--- config.mk ---
export PLATFORM = sky130hd
export DESIGN_NAME = inference_sequencer_flat
export DESIGN_NICKNAME = d
export VERILOG_FILES = /design/src/rtl/ann_ctrl_pkg.sv /design/src/rtl/inference_sequencer_if.sv /design/src/rtl/seq_divider.sv /design/src/rtl/inference_sequencer.sv /design/src/flat_wrapper.sv
export SDC_FILE = /design/constraint.sdc
export NUM_CORES = 1
export LEC_CHECK = 0
export ABC_CLOCK_PERIOD_IN_PS = 5200
export CAP_MARGIN = 10
export CORE_MARGIN = 2
export CORE_UTILIZATION = 50
export CTS_CLUSTER_SIZE = 30
export DETAILED_ROUTE_END_ITERATION = 7
export PLACE_DENSITY = 0.8
export SLEW_MARGIN = 10
export SYNTH_ARGS = -nofsm -noshare
export SYNTH_HDL_FRONTEND = slang
export SYNTH_SLANG_ARGS = --single-unit
--- constraint.sdc ---
create_clock -name clk -period 5.2 [get_ports clk]
set_clock_uncertainty 0.05 [all_clocks]
set_input_delay 1.04 -clock clk [delete_from_list [all_inputs] [get_ports clk]]
set_output_delay 1.04 -clock clk [all_outputs]
set_load 0.005 [all_outputs]
--- src/rtl/ann_ctrl_pkg.sv ---
// Shared types and sizing helpers for the inference sequencing controller.
package ann_ctrl_pkg;

    typedef enum logic [2:0] {
        IDLE,
        LOAD,
        RUN,
        DIVIDE,
        NEXT,
        DONE
    } seq_state_t;

    function automatic int cw_of(input int max_inputs);
        return $clog2(max_inputs + 1);
    endfunction

    // 100 < 2**7, so correct_count*100 always fits in CW+7 bits
    function automatic int dw_of(input int max_inputs);
        return cw_of(max_inputs) + 7;
    endfunction

    localparam int CW = cw_of(200);
    localparam int DW = dw_of(200);

endpackage

--- src/rtl/inference_sequencer_if.sv ---
// Datapath-facing signal bundle of the inference sequencer.
interface inference_sequencer_if
    import ann_ctrl_pkg::*;
#(
    parameter int out_rows   = 10,
    parameter int max_inputs = 200
);
    localparam int cw = cw_of(max_inputs);

    logic                enable_inference;
    logic                upload_done;
    logic                input_loaded;
    logic                final_done;
    logic [out_rows-1:0] final_out;
    logic [out_rows-1:0] expected_value;
    logic                en_weights;
    logic                begin_next;
    logic [8:0]          accuracy;
    logic [cw-1:0]       correct_count;
    logic [cw-1:0]       count;
    logic                busy;
    logic                all_done;

    modport master (
        output enable_inference, upload_done, input_loaded,
        output final_done, final_out, expected_value,
        input  en_weights, begin_next, accuracy,
        input  correct_count, count, busy, all_done
    );

    modport slave (
        input  enable_inference, upload_done, input_loaded,
        input  final_done, final_out, expected_value,
        output en_weights, begin_next, accuracy,
        output correct_count, count, busy, all_done
    );

endinterface

--- src/rtl/seq_divider.sv ---
// Iterative restoring divider, one quotient bit per cycle.
module seq_divider #(
    parameter int dw = 15
) (
    input  logic          clk,
    input  logic          rst,
    input  logic          start,
    input  logic [dw-1:0] dividend,
    input  logic [dw-1:0] divisor,
    output logic          done,
    output logic [dw-1:0] quotient,
    output logic [dw-1:0] remainder
);
    localparam int iw = $clog2(dw + 1);

    logic [dw-1:0] rem_q;
    logic [dw-1:0] quo_q;
    logic [iw-1:0] iter_q;
    logic          active_q;

    logic [dw-1:0] rem_src;
    logic [dw-1:0] quo_src;
    logic [dw:0]   trial;
    logic [dw:0]   diff;
    logic          fits;
    logic          step;
    logic [iw-1:0] iter_n;
    logic [dw-1:0] rem_n;
    logic [dw-1:0] quo_n;

    // The first iteration consumes the operands directly on the start cycle
    always_comb begin
        rem_src  = active_q ? rem_q : '0;
        quo_src  = active_q ? quo_q : dividend;
        step     = start || active_q;
        trial    = {rem_src, quo_src[dw-1]};
        diff     = trial - {1'b0, divisor};
        fits     = trial >= {1'b0, divisor};
        rem_n    = fits ? diff[dw-1:0] : trial[dw-1:0];
        quo_n    = {quo_src[dw-2:0], fits};
        iter_n   = active_q ? iter_q + 1'b1 : iw'(1);
        done     = step && (iter_n == iw'(dw));
        quotient  = quo_n;
        remainder = rem_n;
    end

    always_ff @(posedge clk) begin
        if (rst) begin
            rem_q    <= '0;
            quo_q    <= '0;
            iter_q   <= '0;
            active_q <= 1'b0;
        end else if (step) begin
            rem_q    <= rem_n;
            quo_q    <= quo_n;
            iter_q   <= iter_n;
            active_q <= !done;
        end
    end

endmodule

--- src/rtl/inference_sequencer.sv ---
// Sequencing FSM: gates weight enable, steps samples, scores results
// and maintains running accuracy.
module inference_sequencer
    import ann_ctrl_pkg::*;
#(
    parameter int out_rows    = 10,
    parameter int max_inputs  = 200,
    parameter int num_samples = 200
) (
    input  logic                 clk,
    input  logic                 rst_overall,
    inference_sequencer_if.slave bus
);
    localparam int seq_cw = cw_of(max_inputs);
    localparam int seq_dw = dw_of(max_inputs);

    seq_state_t state;
    seq_state_t state_n;

    logic [seq_cw-1:0] count_q;
    logic [seq_cw-1:0] correct_q;
    logic [8:0]        acc_q;
    logic              en_q;

    logic              match;
    logic              start_ok;
    logic              last_sample;
    logic              div_start;
    logic              div_done;
    logic [seq_dw-1:0] dividend;
    logic [seq_dw-1:0] divisor;
    logic [seq_dw-1:0] quotient;
    logic [8:0]        acc_sat;

    assign match       = bus.final_out == bus.expected_value;
    assign start_ok    = bus.enable_inference && bus.upload_done;
    assign last_sample = count_q == seq_cw'(num_samples);
    assign dividend    = seq_dw'(correct_q) * seq_dw'(100);
    assign divisor     = seq_dw'(count_q);
    assign div_start   = (state == DIVIDE) && (count_q != '0);
    assign acc_sat     = (quotient > seq_dw'(100)) ? 9'd100
                                                   : quotient[8:0];

    seq_divider #(
        .dw(seq_dw)
    ) u_div (
        .clk       (clk),
        .rst       (rst_overall),
        .start     (div_start),
        .dividend  (dividend),
        .divisor   (divisor),
        .done      (div_done),
        .quotient  (quotient),
        .remainder ()
    );

    always_comb begin
        state_n = state;
        unique case (state)
            IDLE:   if (start_ok) state_n = LOAD;
            LOAD:   if (bus.input_loaded) state_n = RUN;
            RUN:    if (bus.final_done) state_n = DIVIDE;
            DIVIDE: if (count_q == '0 || div_done) state_n = NEXT;
            NEXT: begin
                if (last_sample)               state_n = DONE;
                else if (bus.enable_inference) state_n = LOAD;
                else                           state_n = IDLE;
            end
            DONE:   state_n = DONE;
            default: state_n = IDLE;
        endcase
    end

    always_ff @(posedge clk) begin
        if (rst_overall) begin
            state     <= IDLE;
            count_q   <= '0;
            correct_q <= '0;
            acc_q     <= '0;
            en_q      <= 1'b0;
        end else begin
            state <= state_n;
            if (state == IDLE && start_ok)
                en_q <= 1'b1;
            if (state == RUN && bus.final_done) begin
                count_q <= count_q + 1'b1;
                if (match)
                    correct_q <= correct_q + 1'b1;
            end
            if (state == DIVIDE && div_done)
                acc_q <= acc_sat;
        end
    end

    assign bus.en_weights    = en_q;
    assign bus.begin_next    = state == NEXT;
    assign bus.accuracy      = acc_q;
    assign bus.correct_count = correct_q;
    assign bus.count         = count_q;
    assign bus.busy          = (state != IDLE) && (state != DONE);
    assign bus.all_done      = state == DONE;

endmodule
--- src/flat_wrapper.sv ---
// flat-port wrapper written by rule: the top's interface ports become plain ports
module inference_sequencer_flat import ann_ctrl_pkg::*;
#(
    parameter int out_rows    = 10,
    parameter int max_inputs  = 200,
    parameter int num_samples = 200
)
  (clk, rst_overall, bus_enable_inference, bus_upload_done, bus_input_loaded, bus_final_done, bus_final_out, bus_expected_value, bus_en_weights, bus_begin_next, bus_accuracy, bus_correct_count, bus_count, bus_busy, bus_all_done);
  inference_sequencer_if #(.out_rows(out_rows), .max_inputs(max_inputs)) bus_i ();
  input  logic clk;
  input  logic rst_overall;
  input wire logic [$bits(bus_i.enable_inference)-1:0] bus_enable_inference;
  input wire logic [$bits(bus_i.upload_done)-1:0] bus_upload_done;
  input wire logic [$bits(bus_i.input_loaded)-1:0] bus_input_loaded;
  input wire logic [$bits(bus_i.final_done)-1:0] bus_final_done;
  input wire logic [$bits(bus_i.final_out)-1:0] bus_final_out;
  input wire logic [$bits(bus_i.expected_value)-1:0] bus_expected_value;
  output wire logic [$bits(bus_i.en_weights)-1:0] bus_en_weights;
  output wire logic [$bits(bus_i.begin_next)-1:0] bus_begin_next;
  output wire logic [$bits(bus_i.accuracy)-1:0] bus_accuracy;
  output wire logic [$bits(bus_i.correct_count)-1:0] bus_correct_count;
  output wire logic [$bits(bus_i.count)-1:0] bus_count;
  output wire logic [$bits(bus_i.busy)-1:0] bus_busy;
  output wire logic [$bits(bus_i.all_done)-1:0] bus_all_done;
  assign bus_i.enable_inference = bus_enable_inference;
  assign bus_i.upload_done = bus_upload_done;
  assign bus_i.input_loaded = bus_input_loaded;
  assign bus_i.final_done = bus_final_done;
  assign bus_i.final_out = bus_final_out;
  assign bus_i.expected_value = bus_expected_value;
  assign bus_en_weights = bus_i.en_weights;
  assign bus_begin_next = bus_i.begin_next;
  assign bus_accuracy = bus_i.accuracy;
  assign bus_correct_count = bus_i.correct_count;
  assign bus_count = bus_i.count;
  assign bus_busy = bus_i.busy;
  assign bus_all_done = bus_i.all_done;
  inference_sequencer #(.out_rows(out_rows), .max_inputs(max_inputs), .num_samples(num_samples)) u_core (.clk(clk), .rst_overall(rst_overall), .bus(bus_i));
endmodule
==> metrics.md <==
| Metric | Value |
|---|---|
| Hold Buf Count CTS | `0` |
| Pin count of the biggest net entering global routing | `60` |
| Drt initial violations | `188` |
| Total number of vias | `4190` |
| Post-synthesis async set-or-reset flop share | `0` |
| Final instance area | `5430 um^2` |
| P&R area growth vs syn | `23.9%` |
| Total negative slack | `0 ns` |
| Most numerous cell in the Yosys netlist | `nor2_1` |
| Number of synthesized flops with an enable pin | `0` |
| Tot GR Track Use | `0.223` |
| First-pass DRT Iterations | `4` |
| Share of the synthesized area in the top cell type | `0.293` |
| Initial Utilization | `0.510` |
| CP startpoint kind | `flip-flop` |
| Seq. cell area | `1290 um^2` |
| Root Buffer | `clkbuf_8` |
| FF-to-FF setup slack | `0.16 ns` |
| Vias per cell | `5.84` |
| Post-Syn Nets | `612` |
| Final antenna-violating net count | `0` |
| # Max-Cap Violations | `0` |
| Core region area | `8590 um^2` |
| Status | `complete, no violations` |
| Die Span X | `97.6 um` |
| Final period utilization | `0.969` |
| CTS sink cnt | `64` |
| Sequential fraction of the synthesis area | `0.293` |
| CP Cell Sequence | `ha_4, ha_1, inv_1, fa_1, inv_1, ha_4, o21a_1, o31ai_4, a21oi_2, buf_4, a21o_1, a211oi_2, ha_2, fa_2, nand2b_4, a211oi_4, and4bb_4, or4_4, or3_1, a311oi_1` |
| Total chip power | `0.954 mW` |
| Detail Placement HPWL | `7670 um` |
| Nets | `675` |
| Boundary pin count | `55` |
| Synth Instances | `543` |
| Synth Flop Type | `dfxtp_1` |
| Buffers on Ports | `54` |
| CP Capture Type | `flip-flop` |
| Critical path peak fanout | `4` |
| Antenna violations before repair | `0` |
| Syn avg cell area | `8.06 um^2` |
| Max Slew Vio Count | `0` |
| CTS buffer count | `9` |
| WL/cell | `15.2 um` |
| First-pass GRT wire length | `17900 um` |
| CP required | `5.40 ns` |
| Yosys cell types | `63` |
| Hold Slack | `0.408 ns` |
| Slowest-stage cell, CP | `fa_1` |
| H-tree depth | `3` |
| Vias in the first global route | `4013` |
| Worst Hold Class | `flip-flop to flip-flop` |
| Post-synth top cells | `nor2_1, dfxtp_1, a21oi_1, ha_1, nand2_1` |
| Worst path bufs/invs | `3` |
| Fin. Hold Viols | `0` |
| VDD IR max | `118 uV` |
| Total Wirelength | `10900 um` |
| Num rows | `34` |
| Least-Margin Pin Slew | `0.870 ns` |
| TritonCTS clock tree | `done` |
| Clk slew on worst S/H paths | `0.08 ns` |
| Arr. time, crit path | `5.24 ns` |
| GP Congestion | `0.864` |
| Multi-input logic area | `3000 um^2` |
| CP delay by family, top | `adder cells` |
| Post-synth top area cell | `dfxtp_1` |
| Final setup vio count | `0` |
| Longest Clk Path Bufs | `2` |
| Cell Area, Placed | `5100 um^2` |
| CP max stage delay | `0.51 ns` |
| Clock latency at the later pin of the worst-skew pair | `0.35 ns` |
| Leak | `2.14 nW` |
| Post-route DRC | `0` |
| Fmax | `198 MHz` |
| Die height | `97.6 um` |
| Slew HR | `0.416` |
| Die area | `9520 um^2` |
| Final Core Density | `0.632` |
| Ratio of cells with drive above 1 in the final layout | `0.112` |
| Global route overflow | `0` |
| Fill count | `760` |
| Synth area leaders | `dfxtp_1, ha_1, nor2_1, xnor2_1, a21oi_1` |
| Crit path time final | `5.04 ns` |
| # diodes | `0` |
| Yosys warning total | `0` |
| Mapped Area | `4380 um^2` |
| Pwr/cell area | `176 nW/um^2` |
| Post-synthesis sequential element count | `64` |
| Kind of critical path | `flip-flop to flip-flop` |
==> worst register-to-register path, cell delays in order (launching register included) <==
cell,delay (ns)
dfxtp_4,0.37
ha_4,0.24
ha_1,0.28
inv_1,0.05
fa_1,0.51
inv_1,0.08
ha_4,0.27
o21a_1,0.16
o31ai_4,0.09
a21oi_2,0.21
buf_4,0.15
a21o_1,0.12
a211oi_2,0.07
ha_2,0.20
fa_2,0.36
nand2b_4,0.16
a211oi_4,0.26
and4bb_4,0.26
or4_4,0.47
or3_1,0.31
a311oi_1,0.26
==> final timing paths <==
check	from	endpoint	cells after the start
hold reg to reg	u_core.bus.accuracy[1]	u_core.bus.accuracy[1]	2
hold / removal	u_core.bus.accuracy[1]	u_core.bus.accuracy[1]	2
setup reg to reg	u_core.bus.correct_count[3]	u_core.u_div.rem_q[11]	20
setup / recovery	u_core.bus.correct_count[3]	u_core.u_div.rem_q[11]	20
==> per-stage QoR <==
step	worst slack (ns)	instances
2_1_floorplan	0.0161	543
6_report	0.159	717
4_1_cts	0.0279	714
3_3_place_gp	-0.0435	698
3_5_place_dp	-0.265	698
5_1_grt	-0.0175	717
==> logic make-up (layout without fill, tap and decap cells) <==
logic type | Yosys count | after routing | share of synthesized area
and+or+nand+nor | 205 | 205 | 0.234
AOI/OAI and AO/OA | 134 | 134 | 0.212
DFF | 64 | 64 | 0.293
buffers and inverters | 58 | 124 | 0.0523
adders and majority gates | 43 | 43 | 0.130
xor gates and xnor gates | 34 | 34 | 0.0680
muxes | 5 | 5 | 0.0114
==> final cells by class <==
type | instances | share of cell area
inverters | 30 | 0.0207
repair buffers | 80 | 0.135
clock buffers | 10 | 0.0254
well taps | 108 | 0.0249
flip-flops and latches | 64 | 0.237
clock inverters | 4 | 0.00415
multi-input cells | 421 | 0.553
==> layer usage <==
metal / part of all wire / vias to the layer above / track usage
li1: - / 2082 / -
met4: 0.021 / 0 / 0.0759
met2: 0.50 / 102 / 0.399
met3: 0.045 / 20 / 0.0374
met1: 0.43 / 1986 / 0.271
met5: 0 / - / 0
==> what timing repair did <==
item | 4_1_cts | 5_1_grt
setup buffers | 2 | 3
setup endpoints to repair | 8 | 10
gates resized for setup | 8 | 14
pin swaps | 6 | 11
==> report_power, final <==
part | internal, mW | switching (mW)
sequential | 0.492 | 0.00694
combinational | 0.0426 | 0.0319
clock | 0.178 | 0.202
total | 0.713 | 0.241
==> cells in the final DEF, fill, tap and decap left out, drive strengths merged, types with 10 or more instances in the layout <==
cell type and instances:
dfxtp 64, nand2b 10, a21oi 43, o21ai 14, a211oi 19, clkdlybuf4s50 53
nor2 76, nand3 12, inv 30, clkbuf 10, xnor2 27, ha 39
nor3 16, buf 27, nand2 38
==> state kept, by name, indices dropped and copies added, names as in the netlist <==
signal and count:
u_core.bus.accuracy 9, u_core.bus.count 8, u_core.u_div.iter_q 4, u_core.bus.en_weights 1
u_core.state 3, u_core.u_div.active_q 1, u_core.u_div.quo_q 15, u_core.bus.correct_count 8
u_core.u_div.rem_q 15
No activity file was read; power rests on OpenSTA's default activity.
